$ cat config.mk
export PLATFORM = sky130hd
export DESIGN_NAME = rst_sequencer_flat
export DESIGN_NICKNAME = d
export VERILOG_FILES = /design/src/rtl/rst_sequencer_pkg.sv /design/src/rtl/rst_sequencer_if.sv /design/src/rtl/rst_sequencer_sync_2ff.sv /design/src/rtl/rst_sequencer.sv /design/src/flat_wrapper.sv
export SDC_FILE = /design/constraint.sdc
export NUM_CORES = 1
export LEC_CHECK = 0
export BUFFER_PORTS_ARGS = -buffer_cell sky130_fd_sc_hd__buf_2
export CORE_ASPECT_RATIO = 0.75
export CORE_MARGIN = 5
export CORE_UTILIZATION = 45
export DETAILED_ROUTE_END_ITERATION = 16
export GPL_TIMING_DRIVEN = 0
export PLACE_DENSITY_LB_ADDON = 0.15
export SYNTH_ARGS = -nofsm -noshare
export SYNTH_HDL_FRONTEND = slang
export SYNTH_SLANG_ARGS = --single-unit
$ cat constraint.sdc
create_clock -name clk_i -period 5.4 [get_ports clk_i]
set_clock_uncertainty 0.05 [all_clocks]
set_input_delay 1.08 -clock clk_i [delete_from_list [all_inputs] [get_ports clk_i]]
set_output_delay 1.08 -clock clk_i [all_outputs]
set_load 0.005 [all_outputs]
$ cat src/rtl/rst_sequencer_pkg.sv
// Shared types for the Skywave-A reset sequencer: FSM states, reset causes
// and a small sizing helper for the shared cycle counter.
package skywave_rst_pkg;

    typedef enum logic [1:0] {
        ASSERT    = 2'd0,
        WAIT_LOCK = 2'd1,
        RELEASE   = 2'd2,
        RUN       = 2'd3
    } state_t;

    typedef enum logic [1:0] {
        CAUSE_POR       = 2'd0,
        CAUSE_LOCK_LOSS = 2'd1,
        CAUSE_SW        = 2'd2
    } cause_t;

    function automatic int max3(input int a, input int b, input int c);
        int m;
        m = (a > b) ? a : b;
        return (m > c) ? m : c;
    endfunction

endpackage

$ cat src/rtl/rst_sequencer_if.sv
// Reset-distribution bundle: software reset handshake plus the staged resets
// and status the sequencer reports to the rest of the SoC.
interface rst_sequencer_if #(
    parameter int NUM_STAGES = 3
);
    import skywave_rst_pkg::*;

    logic                  sw_reset_req_i;
    logic                  sw_reset_ack_o;
    logic [NUM_STAGES-1:0] rst_o;
    logic                  ready_o;
    cause_t                cause_o;

    modport master (
        input  sw_reset_req_i,
        output sw_reset_ack_o,
        output rst_o,
        output ready_o,
        output cause_o
    );

    modport slave (
        output sw_reset_req_i,
        input  sw_reset_ack_o,
        input  rst_o,
        input  ready_o,
        input  cause_o
    );

endinterface

$ cat src/rtl/rst_sequencer_sync_2ff.sv
// Generic two-flop synchronizer for bringing asynchronous levels into a clock
// domain; clears to zero on the async active-low reset.
module sync_2ff #(
    parameter int WIDTH = 1
) (
    input  logic             clk,
    input  logic             rst_n,
    input  logic [WIDTH-1:0] d,
    output logic [WIDTH-1:0] q
);

    logic [WIDTH-1:0] meta;

    always_ff @(posedge clk or negedge rst_n) begin
        if (!rst_n) begin
            meta <= '0;
            q    <= '0;
        end else begin
            meta <= d;
            q    <= meta;
        end
    end

endmodule

$ cat src/rtl/rst_sequencer.sv
// Reset sequencer: waits for a stable PLL lock, then releases the downstream
// reset stages one at a time and re-enters reset on lock loss or software request.
module rst_sequencer
    import skywave_rst_pkg::*;
#(
    parameter int NUM_STAGES  = 3,
    parameter int STAGE_DELAY = 16,
    parameter int LOCK_STABLE = 64,
    parameter int HOLD_MIN    = 8
) (
    input  logic            clk_i,
    input  logic            reset_i,
    input  logic            pll_locked_i,
    rst_sequencer_if.master bus
);

    localparam int CNT_MAX = max3(STAGE_DELAY, LOCK_STABLE, HOLD_MIN);
    localparam int CNT_W   = $clog2(CNT_MAX + 1);

    localparam logic [CNT_W-1:0] HOLD_LAST  = CNT_W'(HOLD_MIN - 1);
    localparam logic [CNT_W-1:0] LOCK_LAST  = CNT_W'(LOCK_STABLE - 1);
    localparam logic [CNT_W-1:0] STAGE_LAST = CNT_W'(STAGE_DELAY - 1);
    localparam logic [CNT_W-1:0] CNT_ONE    = CNT_W'(1);

    localparam logic [NUM_STAGES-1:0] ALL_ASSERTED  = {NUM_STAGES{1'b1}};
    localparam logic [NUM_STAGES-1:0] FIRST_RELEASE = ALL_ASSERTED << 1;

    state_t                state_q, state_d;
    logic [CNT_W-1:0]      cnt_q, cnt_d;
    logic [NUM_STAGES-1:0] rst_q, rst_d;
    logic [NUM_STAGES-1:0] rst_shift;
    cause_t                cause_q, cause_d;
    logic                  ready_q;
    logic                  ack_q, ack_d;
    logic                  lock_s;

    sync_2ff #(.WIDTH(1)) u_lock_sync (
        .clk   (clk_i),
        .rst_n (reset_i),
        .d     (pll_locked_i),
        .q     (lock_s)
    );

    // Stages release lowest index first, so shifting in zeros from the bottom
    // clears exactly the next stage.
    assign rst_shift = rst_q << 1;

    always_ff @(posedge clk_i or negedge reset_i) begin
        if (!reset_i) begin
            state_q <= ASSERT;
            cnt_q   <= '0;
            rst_q   <= ALL_ASSERTED;
            cause_q <= CAUSE_POR;
            ready_q <= 1'b0;
            ack_q   <= 1'b0;
        end else begin
            state_q <= state_d;
            cnt_q   <= cnt_d;
            rst_q   <= rst_d;
            cause_q <= cause_d;
            ready_q <= (state_d == RUN);
            ack_q   <= ack_d;
        end
    end

    always_comb begin
        state_d = state_q;
        cnt_d   = cnt_q;
        rst_d   = rst_q;
        cause_d = cause_q;
        ack_d   = 1'b0;

        unique case (state_q)
            ASSERT: begin
                rst_d = ALL_ASSERTED;
                if (cnt_q == HOLD_LAST) begin
                    state_d = WAIT_LOCK;
                    cnt_d   = '0;
                end else begin
                    cnt_d = cnt_q + CNT_ONE;
                end
            end

            WAIT_LOCK: begin
                if (!lock_s) begin
                    cnt_d = '0;
                end else if (cnt_q == LOCK_LAST) begin
                    cnt_d   = '0;
                    rst_d   = FIRST_RELEASE;
                    state_d = (FIRST_RELEASE == '0) ? RUN : RELEASE;
                end else begin
                    cnt_d = cnt_q + CNT_ONE;
                end
            end

            RELEASE: begin
                if (!lock_s) begin
                    state_d = ASSERT;
                    cnt_d   = '0;
                    rst_d   = ALL_ASSERTED;
                    cause_d = CAUSE_LOCK_LOSS;
                end else if (cnt_q == STAGE_LAST) begin
                    cnt_d = '0;
                    rst_d = rst_shift;
                    if (rst_shift == '0) begin
                        state_d = RUN;
                    end
                end else begin
                    cnt_d = cnt_q + CNT_ONE;
                end
            end

            RUN: begin
                // A request coinciding with lock loss is still consumed and acked,
                // but lock loss is the reported cause.
                ack_d = bus.sw_reset_req_i;
                if (!lock_s || bus.sw_reset_req_i) begin
                    state_d = ASSERT;
                    cnt_d   = '0;
                    rst_d   = ALL_ASSERTED;
                    cause_d = lock_s ? CAUSE_SW : CAUSE_LOCK_LOSS;
                end
            end

            default: begin
                state_d = ASSERT;
                cnt_d   = '0;
                rst_d   = ALL_ASSERTED;
            end
        endcase
    end

    assign bus.rst_o          = rst_q;
    assign bus.ready_o        = ready_q;
    assign bus.cause_o        = cause_q;
    assign bus.sw_reset_ack_o = ack_q;

endmodule

$ cat src/flat_wrapper.sv
// flat-port wrapper written by rule: the top's interface ports become plain ports
module rst_sequencer_flat import skywave_rst_pkg::*;
#(
    parameter int NUM_STAGES  = 3,
    parameter int STAGE_DELAY = 16,
    parameter int LOCK_STABLE = 64,
    parameter int HOLD_MIN    = 8
)
  (clk_i, reset_i, pll_locked_i, bus_sw_reset_req_i, bus_sw_reset_ack_o, bus_rst_o, bus_ready_o, bus_cause_o);
  rst_sequencer_if #(.NUM_STAGES(NUM_STAGES)) bus_i ();
  input  logic clk_i;
  input  logic reset_i;
  input  logic pll_locked_i;
  input wire logic [$bits(bus_i.sw_reset_req_i)-1:0] bus_sw_reset_req_i;
  output wire logic [$bits(bus_i.sw_reset_ack_o)-1:0] bus_sw_reset_ack_o;
  output wire logic [$bits(bus_i.rst_o)-1:0] bus_rst_o;
  output wire logic [$bits(bus_i.ready_o)-1:0] bus_ready_o;
  output wire logic [$bits(bus_i.cause_o)-1:0] bus_cause_o;
  assign bus_i.sw_reset_req_i = bus_sw_reset_req_i;
  assign bus_sw_reset_ack_o = bus_i.sw_reset_ack_o;
  assign bus_rst_o = bus_i.rst_o;
  assign bus_ready_o = bus_i.ready_o;
  assign bus_cause_o = bus_i.cause_o;
  rst_sequencer #(.NUM_STAGES(NUM_STAGES), .STAGE_DELAY(STAGE_DELAY), .LOCK_STABLE(LOCK_STABLE), .HOLD_MIN(HOLD_MIN)) u_core (.clk_i(clk_i), .reset_i(reset_i), .pll_locked_i(pll_locked_i), .bus(bus_i));
endmodule
==> flow_summary.ini, run 1 <==
[placed_design]
globalplace.congestion = 0.807
portBuffers = 10
place_hpwl_mm = 1.55
dp_cells = 158

[detailed_routing]
vias = 851
wl_per_cell_um = 13.1
drt_iter0_drc = 21
antenna_left = 0
drtPass1Iterations = 4
via_per_inst = 5.25
drc_errors = 0
wirelength_mm = 2.12

[yosys]
async_flop_share = 1.00
yosysUniqueCellTypes = 38
ys_seq_elements = 18
yosys.area.top_type = dfrtp_1
synth_nets = 123
synth_top_area_frac = 0.351
syn_inst = 114
avgSynthCellArea_sq_um = 9.37
netlist_area_sq_mm = 0.00107
synth_most_common_cell = nand2_1
yosysSeqAreaShare = 0.425
synth_common_cells = 16 x nand2_1, 15 x dfrtp_1, 9 x o21ai_0
synth_top_flop_cell = dfrtp_1
yosysWarnings = 0
synth-edff-count = 0
netlist_top_cells_area = dfrtp_1 35%, dfstp_2 7.4%, ha_1 5.9%

[floorplan]
die_y_um = 52.2
initial_core_util = 0.467
core-area_sq_mm = 0.00229
dieArea_sq_mm = 0.00346
rows = 15
io_pins = 11
dieWidth_um = 66.3

[critical_path]
start_kind = input pin
cp.required_ns = 5.55
path_max_fanout = 10
critPathKind = input pin to register
crit_arrival_ns = 2.33
regToRegSetupSlack_ns = 3.35
worst_setup_path_end_kind = register

[layout]
drive_gt1_frac = 0.234
final_nets = 138
n_antenna_cell = 0
final_cells = 162
area_growth_pct = 12.1

[clock_network]
cts_tree = yes
cts_buffers = 3
cts_resized = 0
root_buffer = clkbuf_4
cts_setup_buffers = 0
clockBufferDepth = 2
ctsHoldBuffers = 0
cts.sinks = 18
cts.htree.levels = 1
clock_latency_ns = 0.30
path_clk_slew_ns = 0.11

[sta]
min_period_ns = 2.18
period_share = 0.403
tns_ns = 0
slew_headroom = 0.732
finalMaxSlewViolations = 0
rsz0062_at_grt = false
finalSetupViolCount = 0
tightest_slew_ns = 0.402
hold_violations = 0
fmax_ghz = 0.459

[power_and_ir_drop]
power.density_mw_per_mm2 = 188
power_leakage_nw = 0.563
pwr-share-clk = 0.375
p_seq_frac = 0.606
internal-power_mw = 0.178
p_total_mw = 0.225
p_switching_mw = 0.0475
peakVddDrop_mv = 0.128
pwr-share-comb = 0.018
p_sw_frac = 0.211

[grt]
antenna_found_initial = 0
gr-total-overflow = 0
grt_pass1_vias = 804
grt.total_usage = 0.145
grt_max_degree = 19
grt_pass1_wl_mm = 3.66

[job]
cap_violations = 0

[hold_path]
hold_class = register to register

[outcome]
status = finished, final reports clean
[layout make-up]
type	count	area (sq um)
Fill cell	223	1090
Multi-Input combinational cell	85	567
Tap cell	34	42.5
Inverter	6	22.5
Buffer	5	25.0
Timing Repair Buffer	10	50.0
Clock buffer	4	36.3
Sequential cell	18	454
[metal layers]
metal / GRT usage / part of all wire
met1: 0.192 / 0.49
met2: 0.221 / 0.43
met3: 0.0536 / 0.064
met4: 0.0405 / 0.0089
met5: 0 / 0
[sequential cells by signal (all words and copies together), names as in the netlist]
name                       cells
u_core.cnt_q                   7
u_core.bus.rst_o               3
u_core.bus.cause_o             2
u_core.state_q                 2
u_core.bus.ready_o             1
u_core.bus.sw_reset_ack_o      1
u_core.u_lock_sync.meta        1
u_core.u_lock_sync.q           1
[critical path, cell delays in order]
cell and delay (ns):
buf_2 0.10, nor2b_1 0.22, and2_1 0.19, clkbuf_1 0.34
or3_1 0.17, a21oi_1 0.06, a21o_1 0.16
[per-stage QoR]
step	hold slack (ns)	utilization	worst slack [ns]	instance area, sq um
after detailed placement	0.290	0.507	2.90	1160
after CTS	0.315	0.523	3.22	1200
after global routing	0.342	0.523	3.10	1200
final	0.311	0.523	3.22	1200
after global placement	0.290	0.507	2.93	1160
after floorplan	0.281	-	3.21	1070
[power by group through the flow]
stage | sequential, mW | clock, mW | combinational [mW]
after floorplan | 0.139 | 0 | 0.000537
after global placement | 0.139 | 0 | 0.00431
after detailed placement | 0.139 | 0 | 0.00444
after CTS | 0.137 | 0.0876 | 0.00443
after global routing | 0.137 | 0.0944 | 0.00519
final | 0.137 | 0.0845 | 0.00416
[cell usage in the layout, fill, tap and decap left out, types with 2 or more instances in the layout]
cell type / synthesis / routed
and2_1: 2 / 2
nand4_1: 3 / 3
a22o_1: 3 / 3
inv_1: 6 / 6
o21ai_1: 2 / 2
clkbuf_4: 0 / 3
a21oi_1: 4 / 4
buf_2: 1 / 11
dfrtp_1: 15 / 15
mux2_4: 2 / 2
o21ai_0: 9 / 9
nor2_2: 2 / 2
nor2_1: 7 / 7
and3_1: 2 / 2
a21o_1: 3 / 3
nor2b_1: 5 / 5
dfstp_2: 3 / 3
nand2_1: 16 / 16
nand3_1: 3 / 3
clkbuf_1: 2 / 2
a31oi_1: 2 / 2
ha_1: 5 / 5
[worst paths after layout]
check	from	cells after the start	endpoint
max	bus_sw_reset_req_i	7	u_core.cnt_q[4]$_DFFE_PN0N_
min	u_core.u_lock_sync.meta$_DFF_PN0_	0	u_core.u_lock_sync.q$_DFF_PN0_
max reg2reg	u_core.state_q[0]$_DFF_PN0_	8	u_core.cnt_q[6]$_DFFE_PN0N_
min reg2reg	u_core.u_lock_sync.meta$_DFF_PN0_	0	u_core.u_lock_sync.q$_DFF_PN0_
max in group asynchronous	reset_i	1	u_core.bus.rst_o[1]$_DFFE_PN1P_
min in group asynchronous	reset_i	1	u_core.cnt_q[1]$_DFFE_PN0N_
[cells by family (layout without fill, tap and decap cells)]
| group | Yosys count | after routing | share of synthesized area |
|---|---|---|---|
| AOI/OAI and AO/OA | 31 | 31 | 0.205 |
| adders and majority gates | 5 | 5 | 0.0585 |
| buffers and inverters | 11 | 25 | 0.0445 |
| DFF | 18 | 18 | 0.425 |
| muxes | 3 | 3 | 0.0386 |
| and+or+nand+nor | 46 | 46 | 0.228 |
Power figures use the tool's default switching activity.
==> run 2, diff against run 1 <==
==> constraint.sdc (replaced) <==
create_clock -name clk_i -period 2.1 [get_ports clk_i]
set_clock_uncertainty 0.05 [all_clocks]
set_input_delay 0.42 -clock clk_i [delete_from_list [all_inputs] [get_ports clk_i]]
set_output_delay 0.42 -clock clk_i [all_outputs]
set_load 0.005 [all_outputs]
==> flow_summary.ini, run 2 (synthesized netlist as in run 1, its figures left out) <==
[sta]
fmax_ghz = 0.509
period_share = 0.936
hold_ws_ns = 0.163
min_period_ns = 1.96
tightest_slew_ns = 0.393
finalMaxSlewViolations = 0
slew_headroom = 0.738
rsz0062_at_grt = false
tns_ns = 0
finalSetupViolCount = 0
hold_violations = 0

[detailed_routing]
wl_per_cell_um = 13.0
wirelength_mm = 2.11
drtPass1Iterations = 5
via_per_inst = 5.30
vias = 859
drc_errors = 0
drt_iter0_drc = 18
antenna_left = 0

[grt]
grt_pass1_vias = 804
grt.total_usage = 0.145
antenna_found_initial = 0
gr-total-overflow = 0
grt_pass1_wl_mm = 3.66
grt_max_degree = 19

[hold_path]
min_to = u_core.u_lock_sync.meta$_DFF_PN0_
worstHoldStart = pll_locked_i
hold_class = input pin to register
hold_depth = 1

[power_and_ir_drop]
internal-power_mw = 0.458
p_switching_mw = 0.125
p_sw_frac = 0.214
peakVddDrop_mv = 0.332
power_leakage_nw = 0.568
pwr-share-clk = 0.377
power.density_mw_per_mm2 = 483
p_seq_frac = 0.602
pwr-share-comb = 0.021

[floorplan]
io_pins = 11
dieWidth_um = 66.3
initial_core_util = 0.467
dieArea_sq_mm = 0.00346
rows = 15
core-area_sq_mm = 0.00229
die_y_um = 52.2

[clock_network]
cts_buffers = 3
path_clk_slew_ns = 0.11
cts_setup_buffers = 0
cts_tree = yes
root_buffer = clkbuf_4
cts.sinks = 18
clockBufferDepth = 2
clock_latency_ns = 0.30
cts.htree.levels = 1

[layout]
area_growth_pct = 13.0
layout_commonest_cell = nand2_1
fill_cells = 223
n_antenna_cell = 0
final_nets = 138
largest_reg_flops = 7
drive_gt1_frac = 0.250
final_cell_area_sq_mm = 0.00121
top_register = u_core.cnt_q
final_cell_mix = 16 x nand2_1, 15 x dfrtp_1, 11 x buf_2, 9 x o21ai_0, 7 x nor2_1

[critical_path]
timing.rr.end = u_core.cnt_q[0]$_DFFE_PN0N_
rr_worst_depth = 7
critPathLaunch = u_core.cnt_q[0]$_DFFE_PN0N_
r2r-start = u_core.cnt_q[0]$_DFFE_PN0N_
regToRegSetupSlack_ns = 0.14
critPathKind = register to register
crit_arrival_ns = 2.11
path_max_fanout = 8
cp.required_ns = 2.24
worst_setup_path_end_kind = register
start_kind = register

[placed_design]
portBuffers = 10
place_hpwl_mm = 1.55
globalplace.congestion = 0.807
dpl-instance-area_sq_mm = 0.00116

[outcome]
status = finished, final reports clean

[job]
cap_violations = 0
-- run 2: worst max-delay path by stage --
stage	endpoint	slack (ns)	cells past startpoint
5_1_grt	u_core.cnt_q[0]$_DFFE_PN0N_	0.009	7
3_5_place_dp	u_core.cnt_q[6]$_DFFE_PN0N_	0.08	8
6_report	u_core.cnt_q[0]$_DFFE_PN0N_	0.14	7
4_1_cts	u_core.cnt_q[6]$_DFFE_PN0N_	0.04	8
3_3_place_gp	u_core.cnt_q[6]$_DFFE_PN0N_	0.07	8
2_1_floorplan	u_core.cnt_q[4]$_DFFE_PN0N_	0.32	7
-- run 2: power groups by stage --
stage	logic, mW	registers, mW	clock network (mW)
after CTS	0.0128	0.351	0.225
after floorplan	0.00138	0.357	0
final	0.0120	0.351	0.220
after global routing	0.0148	0.352	0.243
after global placement	0.0111	0.358	0
after detailed placement	0.0114	0.358	0
-- run 2: cell type report --
type	instances	area [sq um]	share of cell area
Tap cell	34	42.5	0.0352
Timing Repair Buffer	11	60.1	0.0497
Sequential cell	18	454	0.376
Buffer	4	22.5	0.0187
Multi-Input combinational cell	85	569	0.472
Inverter	6	22.5	0.0187
Clock buffer	4	36.3	0.0301
-- run 2: through the flow --
| stage | instances | worst slack, ns | power, mW | utilization |
|---|---|---|---|---|
| after floorplan | 114 | 0.318 | 0.358 | - |
| after global placement | 158 | 0.0749 | 0.369 | 0.507 |
| after detailed placement | 158 | 0.0763 | 0.369 | 0.507 |
| final | 162 | 0.135 | 0.583 | 0.527 |
| after global routing | 162 | 0.00943 | 0.609 | 0.527 |
| after CTS | 163 | 0.0399 | 0.589 | 0.527 |
-- run 2: worst max-delay path, stage by stage (launching register included) --
cell	delay, ns
dfrtp_1	0.40
ha_1	0.24
and4b_1	0.22
buf_4	0.16
a31oi_2	0.14
o31ai_4	0.30
nor2_2	0.08
mux2_2	0.26
-- run 2: layer usage --
| metal | GRT usage | vias to the layer above | part of all wire |
|---|---|---|---|
| met2 | 0.221 | 17 | 0.44 |
| li1 | - | 434 | - |
| met4 | 0.0405 | 0 | 0.0090 |
| met5 | 0 | - | 0 |
| met1 | 0.192 | 406 | 0.50 |
| met3 | 0.0536 | 2 | 0.053 |
-- run 2: repair_timing --
item | CTS | global route
hold buffers | 1 | 0
hold endpoints to repair | 15 | 0
setup endpoints to repair | 0 | 6
resized for setup | 0 | 3
==> run 3, diff against run 2 <==
--- a/config.mk
+++ b/config.mk
@@ -11,6 +11,7 @@
 export CORE_UTILIZATION = 45
 export DETAILED_ROUTE_END_ITERATION = 16
 export GPL_TIMING_DRIVEN = 0
+export MAX_ROUTING_LAYER = met4
 export PLACE_DENSITY_LB_ADDON = 0.15
 export SYNTH_ARGS = -nofsm -noshare
 export SYNTH_HDL_FRONTEND = slang
==> flow_summary.ini, run 3 (synthesized netlist as in run 1, its figures left out) <==
[layout]
fill_cells = 223
largest_reg_flops = 7
top_register = u_core.cnt_q
final_nets = 138
n_antenna_cell = 0
final_cells = 162
drive_gt1_frac = 0.250
layout_commonest_cell = nand2_1
area_growth_pct = 13.0
final_cell_mix = 16 x nand2_1, 15 x dfrtp_1, 11 x buf_2, 9 x o21ai_0, 7 x nor2_1

[outcome]
status = finished, final reports clean

[grt]
grt_pass1_wl_mm = 3.67
grt_max_degree = 19
grt_pass1_vias = 800
grt.total_usage = 0.148
gr-total-overflow = 0
antenna_found_initial = 0

[power_and_ir_drop]
pwr-share-comb = 0.021
pwr-share-clk = 0.375
peakVddDrop_mv = 0.328
internal-power_mw = 0.458
p_seq_frac = 0.605
p_sw_frac = 0.211
power_leakage_nw = 0.568
power.density_mw_per_mm2 = 481
p_switching_mw = 0.122

[detailed_routing]
wirelength_mm = 2.11
drt_iter0_drc = 18
via_per_inst = 5.31
vias = 861
wl_per_cell_um = 13.0
drtPass1Iterations = 5
drc_errors = 0
antenna_left = 0

[critical_path]
crit_path_max_incr_delay_ns = 0.42
path_common_cell = o21ai_0
crit_path_top_delay_cell = dfrtp_1
start_kind = register
crit_arrival_ns = 2.14
critPathKind = register to register
cp.required_ns = 2.28
path_max_fanout = 8
worst_setup_path_end_kind = register
cp_cell_sequence = ha_1 -> and4b_1 -> buf_4 -> a21o_1 -> a221oi_1 -> o21ai_0 -> o21ai_0
rr_worst_depth = 7

[hold_path]
hold_class = input pin to register
hold_depth = 1

[sta]
rsz0062_at_grt = false
slew_headroom = 0.737
fmax_ghz = 0.509
tns_ns = 0
period_share = 0.936
finalSetupViolCount = 0
finalMaxSlewViolations = 0
tightest_slew_ns = 0.394
min_period_ns = 1.97
hold_violations = 0

[clock_network]
path_clk_slew_ns = 0.11
cts_setup_buffers = 0
cts_buffers = 3
cts.htree.levels = 1
clock_latency_ns = 0.30
clockBufferDepth = 2
root_buffer = clkbuf_4
cts_tree = yes
cts.sinks = 18

[floorplan]
die_y_um = 52.2
dieArea_sq_mm = 0.00346
dieWidth_um = 66.3
core-area_sq_mm = 0.00229
rows = 15
io_pins = 11
initial_core_util = 0.467

[placed_design]
dp_cells = 158
globalplace.congestion = 0.819
portBuffers = 10
place_hpwl_mm = 1.55

[job]
cap_violations = 0
run 3: critical path: cells and delay by family (launching register included):
family                   cells  cell delay [ns]
AO/OA/AOI/OAI                4             0.78
flip-flops                   1             0.42
adder cells (fa/ha/maj)      1             0.26
AND/OR/NAND/NOR              1             0.22
buffers and inverters        1             0.16
run 3: worst paths after layout:
path	startpoint	endpoint	slack, ns
worst max-delay path	u_core.cnt_q[0]$_DFFE_PN0N_	u_core.cnt_q[6]$_DFFE_PN0N_	0.13
worst min-delay path	pll_locked_i	u_core.u_lock_sync.meta$_DFF_PN0_	0.17
worst max register to register	u_core.cnt_q[0]$_DFFE_PN0N_	u_core.cnt_q[6]$_DFFE_PN0N_	0.13
worst min register to register	u_core.u_lock_sync.meta$_DFF_PN0_	u_core.u_lock_sync.q$_DFF_PN0_	0.31
max in group asynchronous	reset_i	u_core.bus.rst_o[1]$_DFFE_PN1P_	1.17
min in group asynchronous	reset_i	u_core.cnt_q[1]$_DFFE_PN0N_	0.51
run 3: final cells by class:
class	instances	area, sq um	share of cell area
Sequential cell	18	454	0.376
Tap cell	34	42.5	0.0352
Clock buffer	4	36.3	0.0301
Buffer	4	22.5	0.0187
Timing Repair Buffer	11	60.1	0.0497
Inverter	6	22.5	0.0187
Multi-Input combinational cell	85	569	0.472
run 3: layer usage:
layer / wire length, um / GRT usage
met2: 922 / 0.221
met5: 0 / -
met4: 24 / 0.0405
met3: 109 / 0.0515
met1: 1050 / 0.193
run 3: what timing repair did:
action | in CTS | in global routing
endpoints found under the hold margin | 15 | 0
endpoints found under the setup margin | 0 | 6
gates resized for setup | 0 | 3
hold buffers | 1 | 0
run 3: power by group through the flow:
| stage | clock, mW | sequential, mW | combinational [mW] |
|---|---|---|---|
| finish | 0.218 | 0.351 | 0.0120 |
| global route | 0.243 | 0.352 | 0.0148 |
| CTS | 0.225 | 0.351 | 0.0128 |
| detailed placement | 0 | 0.358 | 0.0114 |
| global placement | 0 | 0.358 | 0.0111 |
| floorplan | 0 | 0.357 | 0.00138 |
run 3: metrics by stage:
stage	power (mW)	setup slack [ns]	hold slack, ns	utilization	instance area [sq um]
3_5_place_dp	0.369	0.0763	0.290	0.507	1160
6_report	0.581	0.135	0.165	0.527	1210
2_1_floorplan	0.358	0.318	0.0744	-	1070
4_1_cts	0.589	0.0399	0.162	0.527	1210
3_3_place_gp	0.369	0.0749	0.290	0.507	1160
5_1_grt	0.609	0.00955	0.154	0.527	1210
